[src/rtl/mw_adder_pkg.sv]
// rtl/mw_adder_pkg.sv - shared types and defaults for the multi-word add/subtract sequencer
package mw_adder_pkg;

    typedef enum logic [1:0] {
        IDLE = 2'd0,
        RUN  = 2'd1,
        DONE = 2'd2
    } mw_state_t;

    localparam int MW_W       = 16;
    localparam int MW_N_WORDS = 4;
    localparam int IDX_W      = $clog2(MW_N_WORDS);

endpackage

[src/rtl/par_posl_adder_param.sv]
// rtl/par_posl_adder_param.sv - W-bit adder with carry in and carry out
module par_posl_adder_param #(
    parameter int W = 16
) (
    input  logic [W-1:0] A,
    input  logic [W-1:0] B,
    input  logic         C_in,
    output logic [W-1:0] S,
    output logic         C_out
);

    logic [W:0] sum;

    assign sum   = {1'b0, A} + {1'b0, B} + {{W{1'b0}}, C_in};
    assign S     = sum[W-1:0];
    assign C_out = sum[W];

endmodule

[src/rtl/mw_adder_seq.sv]
// rtl/mw_adder_seq.sv - N_WORDS x W add/subtract, one slice per clock through a shared W-bit adder
module mw_adder_seq
    import mw_adder_pkg::*;
#(
    parameter int W       = MW_W,
    parameter int N_WORDS = MW_N_WORDS
) (
    input  logic                 CLK_i,
    input  logic                 rst_n_i,
    input  logic                 valid_i,
    output logic                 ready_o,
    input  logic                 sub_i,
    input  logic [N_WORDS*W-1:0] A_i,
    input  logic [N_WORDS*W-1:0] B_i,
    output logic                 valid_o,
    input  logic                 ready_i,
    output logic [N_WORDS*W-1:0] S_o,
    output logic                 C_o,
    output logic                 V_o
);

    localparam int IDX_BITS = (N_WORDS > 1) ? $clog2(N_WORDS) : 1;
    localparam logic [IDX_BITS-1:0] LAST_IDX = IDX_BITS'(N_WORDS - 1);

    mw_state_t state_q, state_d;

    logic [IDX_BITS-1:0]  idx_q;
    logic                 carry_q;
    logic                 sub_q;
    logic [N_WORDS*W-1:0] a_q, b_q, s_q;
    logic                 c_q, v_q;

    logic [W-1:0] a_slice, b_slice, add_s;
    logic         add_c;
    logic         last_slice;
    logic         slice_ovf;

    // Subtraction is A + ~B + 1: the +1 enters as the initial carry loaded at accept.
    assign a_slice    = a_q[int'(idx_q)*W +: W];
    assign b_slice    = b_q[int'(idx_q)*W +: W] ^ {W{sub_q}};
    assign last_slice = (idx_q == LAST_IDX);
    assign slice_ovf  = (a_slice[W-1] == b_slice[W-1]) && (add_s[W-1] != a_slice[W-1]);

    par_posl_adder_param #(.W(W)) u_adder (
        .A     (a_slice),
        .B     (b_slice),
        .C_in  (carry_q),
        .S     (add_s),
        .C_out (add_c)
    );

    always_ff @(posedge CLK_i) begin
        if (!rst_n_i) begin
            state_q <= IDLE;
        end else begin
            state_q <= state_d;
        end
    end

    always_comb begin
        state_d = state_q;
        case (state_q)
            IDLE:    if (valid_i)    state_d = RUN;
            RUN:     if (last_slice) state_d = DONE;
            DONE:    if (ready_i)    state_d = IDLE;
            default:                 state_d = IDLE;
        endcase
    end

    always_comb begin
        ready_o = (state_q == IDLE);
        valid_o = (state_q == DONE);
    end

    always_ff @(posedge CLK_i) begin
        if (!rst_n_i) begin
            idx_q   <= '0;
            carry_q <= 1'b0;
            sub_q   <= 1'b0;
            a_q     <= '0;
            b_q     <= '0;
            s_q     <= '0;
            c_q     <= 1'b0;
            v_q     <= 1'b0;
        end else begin
            case (state_q)
                IDLE: begin
                    if (valid_i) begin
                        a_q     <= A_i;
                        b_q     <= B_i;
                        sub_q   <= sub_i;
                        idx_q   <= '0;
                        carry_q <= sub_i;
                    end
                end
                RUN: begin
                    s_q[int'(idx_q)*W +: W] <= add_s;
                    carry_q <= add_c;
                    idx_q   <= idx_q + 1'b1;
                    if (last_slice) begin
                        c_q <= add_c;
                        v_q <= slice_ovf;
                    end
                end
                default: ;
            endcase
        end
    end

    assign S_o = s_q;
    assign C_o = c_q;
    assign V_o = v_q;

endmodule

[config.mk]
export PLATFORM = sky130hd
export DESIGN_NAME = mw_adder_seq
export DESIGN_NICKNAME = d
export VERILOG_FILES = /design/src/rtl/mw_adder_pkg.sv /design/src/rtl/par_posl_adder_param.sv /design/src/rtl/mw_adder_seq.sv
export SDC_FILE = /design/constraint.sdc
export NUM_CORES = 1
export LEC_CHECK = 0
export ABC_AREA = 1
export BUFFER_PORTS_ARGS = -buffer_cell sky130_fd_sc_hd__buf_2
export CORE_MARGIN = 4
export CORE_UTILIZATION = 30
export CTS_BUF_LIST = sky130_fd_sc_hd__clkbuf_4 sky130_fd_sc_hd__clkbuf_8
export DETAILED_ROUTE_END_ITERATION = 7
export PLACE_DENSITY = 0.54
export SLEW_MARGIN = 20
export SYNTH_ARGS = -nofsm -noshare
export SYNTH_HDL_FRONTEND = slang
export SYNTH_SLANG_ARGS = --single-unit
[constraint.sdc]
create_clock -name CLK_i -period 2.6 [get_ports CLK_i]
set_input_delay 0.13 -clock CLK_i [delete_from_list [all_inputs] [get_ports CLK_i]]
set_output_delay 0.13 -clock CLK_i [all_outputs]
set_load 0.005 [all_outputs]
; Word-level counts from Yosys, hierarchy flattened
; Index checks and enable logic that the tools add are counted.
[word_totals]
regBits = 200
input_bits = 133
out_inout_bits = 68
word_cells = 42
[op_classes]
add_sub_neg = 4
n_eq_ne = 8
shifts = 4
muxes = 9
bitwise = 1
reduce_logical = 7
[op_table]
columns = op, count
row1 = $shiftx A64 B7 Y16, 2
row2 = $bwmux W64, 1
row3 = $shift A16 B33 Y64 const A, 1
row4 = $shiftx A16 B33 Y64, 1
row5 = $neg A6 Y33, 1
row6 = $add A16 B16 Y17, 1
row7 = $add A17 B1 Y17, 1
row8 = $xor A16 B16 Y16, 1
row9 = $mux W2, 4
row10 = $pmux W2 S3, 1
row11 = $reduce_and A2 Y1, 3
row12 = $eq A2 B2 Y1 const B, 2
row13 = $ne A2 B2 Y1 const B, 2
row14 = $pmux W2 S2, 1
row15 = $reduce_and A3 Y1, 1
row16 = $add A2 B1 Y2 const B, 1
row17 = $eq A2 B1 Y1 const B, 1
row18 = $logic_not A2 Y1, 1
row19 = $ne A2 B1 Y1 const B, 1
row20 = $pmux W1 S2, 1
row21 = $reduce_bool A2 Y1, 1
row22 = $eq A1 B1 Y1, 1
row23 = $logic_and A1 B1 Y1, 1
row24 = $mux W1, 1
row25 = $ne A1 B1 Y1, 1

; Depth between registers and ports, before layout
[depth]
ltp_word = 6
mapped_depth = 18
ltp_nobuf = 17

; Hierarchy
; Synthesis repeated with hierarchy kept, for this count alone.
[unflattened]
hier_cells = 1333
area_unflattened_um2 = 9245.1
[modules_own_cells]
columns = module, n_inst, cells_each, area_per_inst_um2, seq_area_each_um2
row1 = mw_adder_seq, 1, 1149, 8259.2, 4003.8
row2 = par_posl_adder_param, 1, 184, 985.9, 0.0

; Least setup slack after synthesis
; Ideal clock, no wire load.
[synth_path]
kind = register to register
start = register idx_q[0]
end = register s_q[24], in the netlist S_o[24]
setup_ps = 70
arrival_ps = 2746
t_required_ps = 2530
path_slack_ps = -217
stages_incl_launch_ff = 17
n_path_buf = 2
period_less_slack_ps = 2817
cell_sequence = dfxtp_1 buf_2 clkbuf_1 nand2_1 a32o_1 fa_1 inv_1 fa_1 nand3_1 nand3_1 nand2_1 nand2_1 xor2_1 nand2_1 nor2_1 nand2_1 a21oi_1
[synth_via]
elab_chain_len = 6
elab_cells_between_ends = 9
cone_classes = add/sub: 3 / shift: 4 / mux: 1 / bitwise: 1
[synth_lines]
columns = element, line
row1 = "start, declared", mw_adder_seq.sv:27  ; logic [IDX_BITS-1:0] idx_q;
row2 = "start signal, assigned", mw_adder_seq.sv:99  ; idx_q <= idx_q + 1'b1;
row3 = $shiftx A64 B7 Y16, mw_adder_seq.sv:40  ; assign b_slice = b_q[int'(idx_q)*W +: W] ^ {W{sub_q}};
row4 = $xor A16 B16 Y16, mw_adder_seq.sv:40
row5 = $add A16 B16 Y17, par_posl_adder_param.sv:14  ; assign sum = {1'b0, A} + {1'b0, B} + {{W{1'b0}}, C_in};
row6 = $add A17 B1 Y17, par_posl_adder_param.sv:14
row7 = $shiftx A16 B33 Y64, mw_adder_seq.sv:97  ; s_q[int'(idx_q)*W +: W] <= add_s;
row8 = $bwmux W64 (*), mw_adder_seq.sv:97
row9 = "end signal, assigned by index", mw_adder_seq.sv:97
row10 = "end, declared", mw_adder_seq.sv:30  ; logic [N_WORDS*W-1:0] a_q, b_q, s_q;
; Mark *: on every way between the ends. The rest lies on a longest branch, timed or not.
; A chain may end at the register's enable or synchronous reset.

; Worst setup path after layout
[layout_path]
start = register idx_q[0]
end = register s_q[55], in the netlist S_o[55]
; The elaborated chain is that of the path after synthesis.

==> impl_metrics.py <==
metrics = {
    "outcome": {
        "status": "complete, but fails checks",
        "violations": "setup timing",
    },
    "global_route": {
        "antenna_found_initial": 0,
        "track_usage": 0.186,
        "grt_first_pass_wirelength_mm": 49.3,
        "grt_max_degree": 131,
        "grt_pass1_vias": 9167,
        "overflow": 0,
    },
    "synthesis": {
        "yosys_register_bits": 200,
        "synth_area_leaders": "dfxtp_1 (44%), nor2_1 (14%), o21ai_0 (11%)",
        "synth_fp_nets": 1445,
        "yosysSeqAreaShare": 0.440,
        "synth_cell_types": 32,
        "async_reset_ff_frac": 0,
        "synth_top_area_frac": 0.440,
        "yosysTopAreaCell": "dfxtp_1",
        "avgSynthCellArea_sq_um": 7.06,
        "synthMostInstantiatedCell": "nor2_1",
        "netlist_area_sq_mm": 0.00910,
        "ys_top_cells_by_count": "nor2_1 (343), dfxtp_1 (200), o21ai_0 (193)",
        "yosys_warnings": 0,
        "synth_ff_type": "dfxtp_1",
        "synth_edf_count": 0,
        "syn_inst": 1289,
    },
    "sta": {
        "setup_viol": 5,
        "maxSlewHeadroom": 0.505,
        "rsz0062_at_grt": "yes",
        "maxSlewViolCount": 0,
        "skew_ns": 0.0200,
        "tightest_slew_ns": 0.743,
        "fin_crit_sh": 1.01,
        "hold_violations": 0,
        "fin_crit_ns": 2.63,
        "setup_ws_ns": -0.0344,
        "timing.fmax_mhz": 380,
        "whs_ns": 0.0288,
    },
    "floorplan": {
        "coreArea_sq_mm": 0.0298,
        "die_width_microns": 182,
        "dieHeight_microns": 182,
        "rows": 63,
        "pin_count": 201,
        "initial_core_util": 0.305,
        "dieArea_sq_mm": 0.0332,
    },
    "pwr": {
        "switching_share": 0.352,
        "totalPowerFinal_mw": 8.35,
        "pwr-share-comb": 0.353,
        "p_int_mw": 5.41,
        "p_leak_nw": 5.95,
        "p_clk_frac": 0.241,
        "ir_drop_uv": 352,
        "power.switching_mw": 2.94,
        "power_density_mw_per_mm2": 621,
        "seqPwrFrac": 0.407,
    },
    "drt": {
        "routed_wl_mm": 32.0,
        "routedWlPerCell_microns": 15.7,
        "drc": 0,
        "vias": 9634,
        "postRouteAntennaNets": 0,
        "drtPass1Iterations": 5,
        "drt_iter0_drc": 611,
        "vias_per_cell": 4.71,
    },
    "setup_path": {
        "timing.rr.end": "S_o[55]$_SDFFE_PN0P_",
        "endpoint": "S_o[55]$_SDFFE_PN0P_",
        "crit_cells": 16,
        "arrival_ns": 3.04,
        "r2r_slack_ns": -0.03,
        "cpLargestDelayFamily": "simple AND/OR/NAND/NOR gates",
        "worstPathMaxFanout": 6,
        "path_class": "reg -> reg",
        "rr_startpoint": "idx_q[0]$_SDFFE_PN0P_",
        "critPathBufInv": 3,
        "required_ns": 3.00,
        "cp_slowest_cell": "dfxtp_4",
        "crit_path_end_kind": "flop",
        "max_stage_delay_ns": 0.43,
        "cp-startpoint": "idx_q[0]$_SDFFE_PN0P_",
        "cpMostUsedCell": "nand2_1",
        "r2r_cells": 16,
        "path_cells": "inv_6 -> buf_12 -> buf_8 -> o21ai_4 -> o22ai_2 -> xor2_1 -> ha_1 -> nand2_1 -> nand2_2 -> a21oi_2 -> nand2_2 -> xor2_2 -> nand2_1 -> nor2_2 -> nand2_1 -> a21oi_1",
        "start_kind": "flop",
    },
    "final_layout": {
        "drive_above_1_share": 0.284,
        "syn_to_final_growth_pct": 47.8,
        "nets": 1797,
        "diodes": 0,
        "fill_cells": 3005,
    },
    "hold_path": {
        "worstHoldPathType": "in -> reg",
        "hold_path.startpoint": "B_i[15]",
    },
    "clock_tree": {
        "htreeDepth": 4,
        "clockBufferDepth": 2,
        "clk_pin_slew_ns": 0.11,
        "tritoncts": "done",
        "clk_latency_ns": 0.48,
        "clock-sinks": 200,
        "root_buffer": "clkbuf_8",
        "cts_buffers": 17,
    },
    "placed_design": {
        "place.gp.congestion": 0.842,
        "hpwl_mm": 22.4,
        "io_buffers": 200,
    },
    "job": {
        "cap_violations": 0,
    },
}
## cell type report
class / instances / area (sq um) / share of cell area
clock inverters: 13 / 135 / 0.0100
clock buffers: 19 / 255 / 0.0190
inverters: 57 / 221 / 0.0165
well taps: 390 / 488 / 0.0363
multi-input cells: 947 / 5190 / 0.386
flip-flops and latches: 200 / 4010 / 0.298
repair buffers: 418 / 3160 / 0.235
## power by group through the flow
| stage | clock network (mW) | logic [mW] | registers [mW] |
|---|---|---|---|
| after floorplan | 0 | 1.29 | 3.41 |
| after global placement | 0 | 2.16 | 3.45 |
| after detailed placement | 0 | 2.18 | 3.46 |
| after CTS | 2.06 | 2.49 | 3.39 |
| after global routing | 2.18 | 3.22 | 3.42 |
| final | 2.01 | 2.94 | 3.40 |
## layer usage
metal / vias up / GRT usage / wire length [microns]
li1: 4910 / - / -
met1: 4417 / 0.252 / 15000
met2: 260 / 0.304 / 14800
met3: 47 / 0.0289 / 1310
met4: 0 / 0.0600 / 841
met5: - / 0 / 0
## metrics by stage
stage	util	instance area [sq um]	instances	worst slack (ns)	setup TNS [ns]
final	0.451	13500	2044	-0.0344	-0.0725
after global routing	0.451	13500	2044	-0.184	-4.56
after CTS	0.428	12800	2031	-0.0505	-0.118
after detailed placement	0.365	10900	1871	-0.163	-3.24
after global placement	0.365	10900	1871	-0.112	-1.34
after floorplan	-	9130	1289	0.00116	0
## cell families after synthesis
logic type                 after synthesis  synth area share
and+or+nand+nor                        589             0.259
AOI/OAI and AO/OA                      312             0.179
DFF                                    200             0.440
buffers and inverters                  142            0.0674
xor gates and xnor gates                23            0.0221
adders and majority gates               23            0.0333
## repair_timing
| item | in CTS | in global routing |
|---|---|---|
| gates resized for setup | 49 | 143 |
| endpoints found under the setup margin | 48 | 57 |
| hold buffers | 127 | 0 |
| cloned | 0 | 4 |
| endpoints found under the hold margin | 127 | 0 |
| setup buffers | 1 | 9 |
| pin swaps | 18 | 75 |
## worst min-delay path by stage
stage | to | slack, ns | cells after the start
global placement | b_q[50]$_SDFFE_PN0P_ | 0.38 | 3
finish | b_q[15]$_SDFFE_PN0P_ | 0.03 | 3
global route | a_q[1]$_SDFFE_PN0P_ | 0.02 | 3
floorplan | sub_q$_SDFFE_PN0P_ | 0.29 | 2
CTS | b_q[15]$_SDFFE_PN0P_ | 0.002 | 3
detailed placement | b_q[36]$_SDFFE_PN0P_ | 0.39 | 3
## worst min-delay path, cell delays in order
cell and delay [ns]:
buf_2 0.08, o21ai_0 0.14, nor2_1 0.12
## placed cells by master (no fill, tap or decap), drive strengths merged, types with 22 or more instances in the layout
cell type,n
xor2,22
nand3,28
clkbuf,23
nand2,191
o21ai,194
a21oi,78
inv,62
buf,287
dfxtp,200
o22ai,31
nor2,347
dlygate4sd3,127
## state kept, by name, summed over array words and instances, names as in the netlist
register / flops
state_q: 2
S_o: 64
a_q: 64
carry_q: 1
idx_q: 2
sub_q: 1
V_o: 1
C_o: 1
b_q: 64
(Power assumes the default switching activity.)
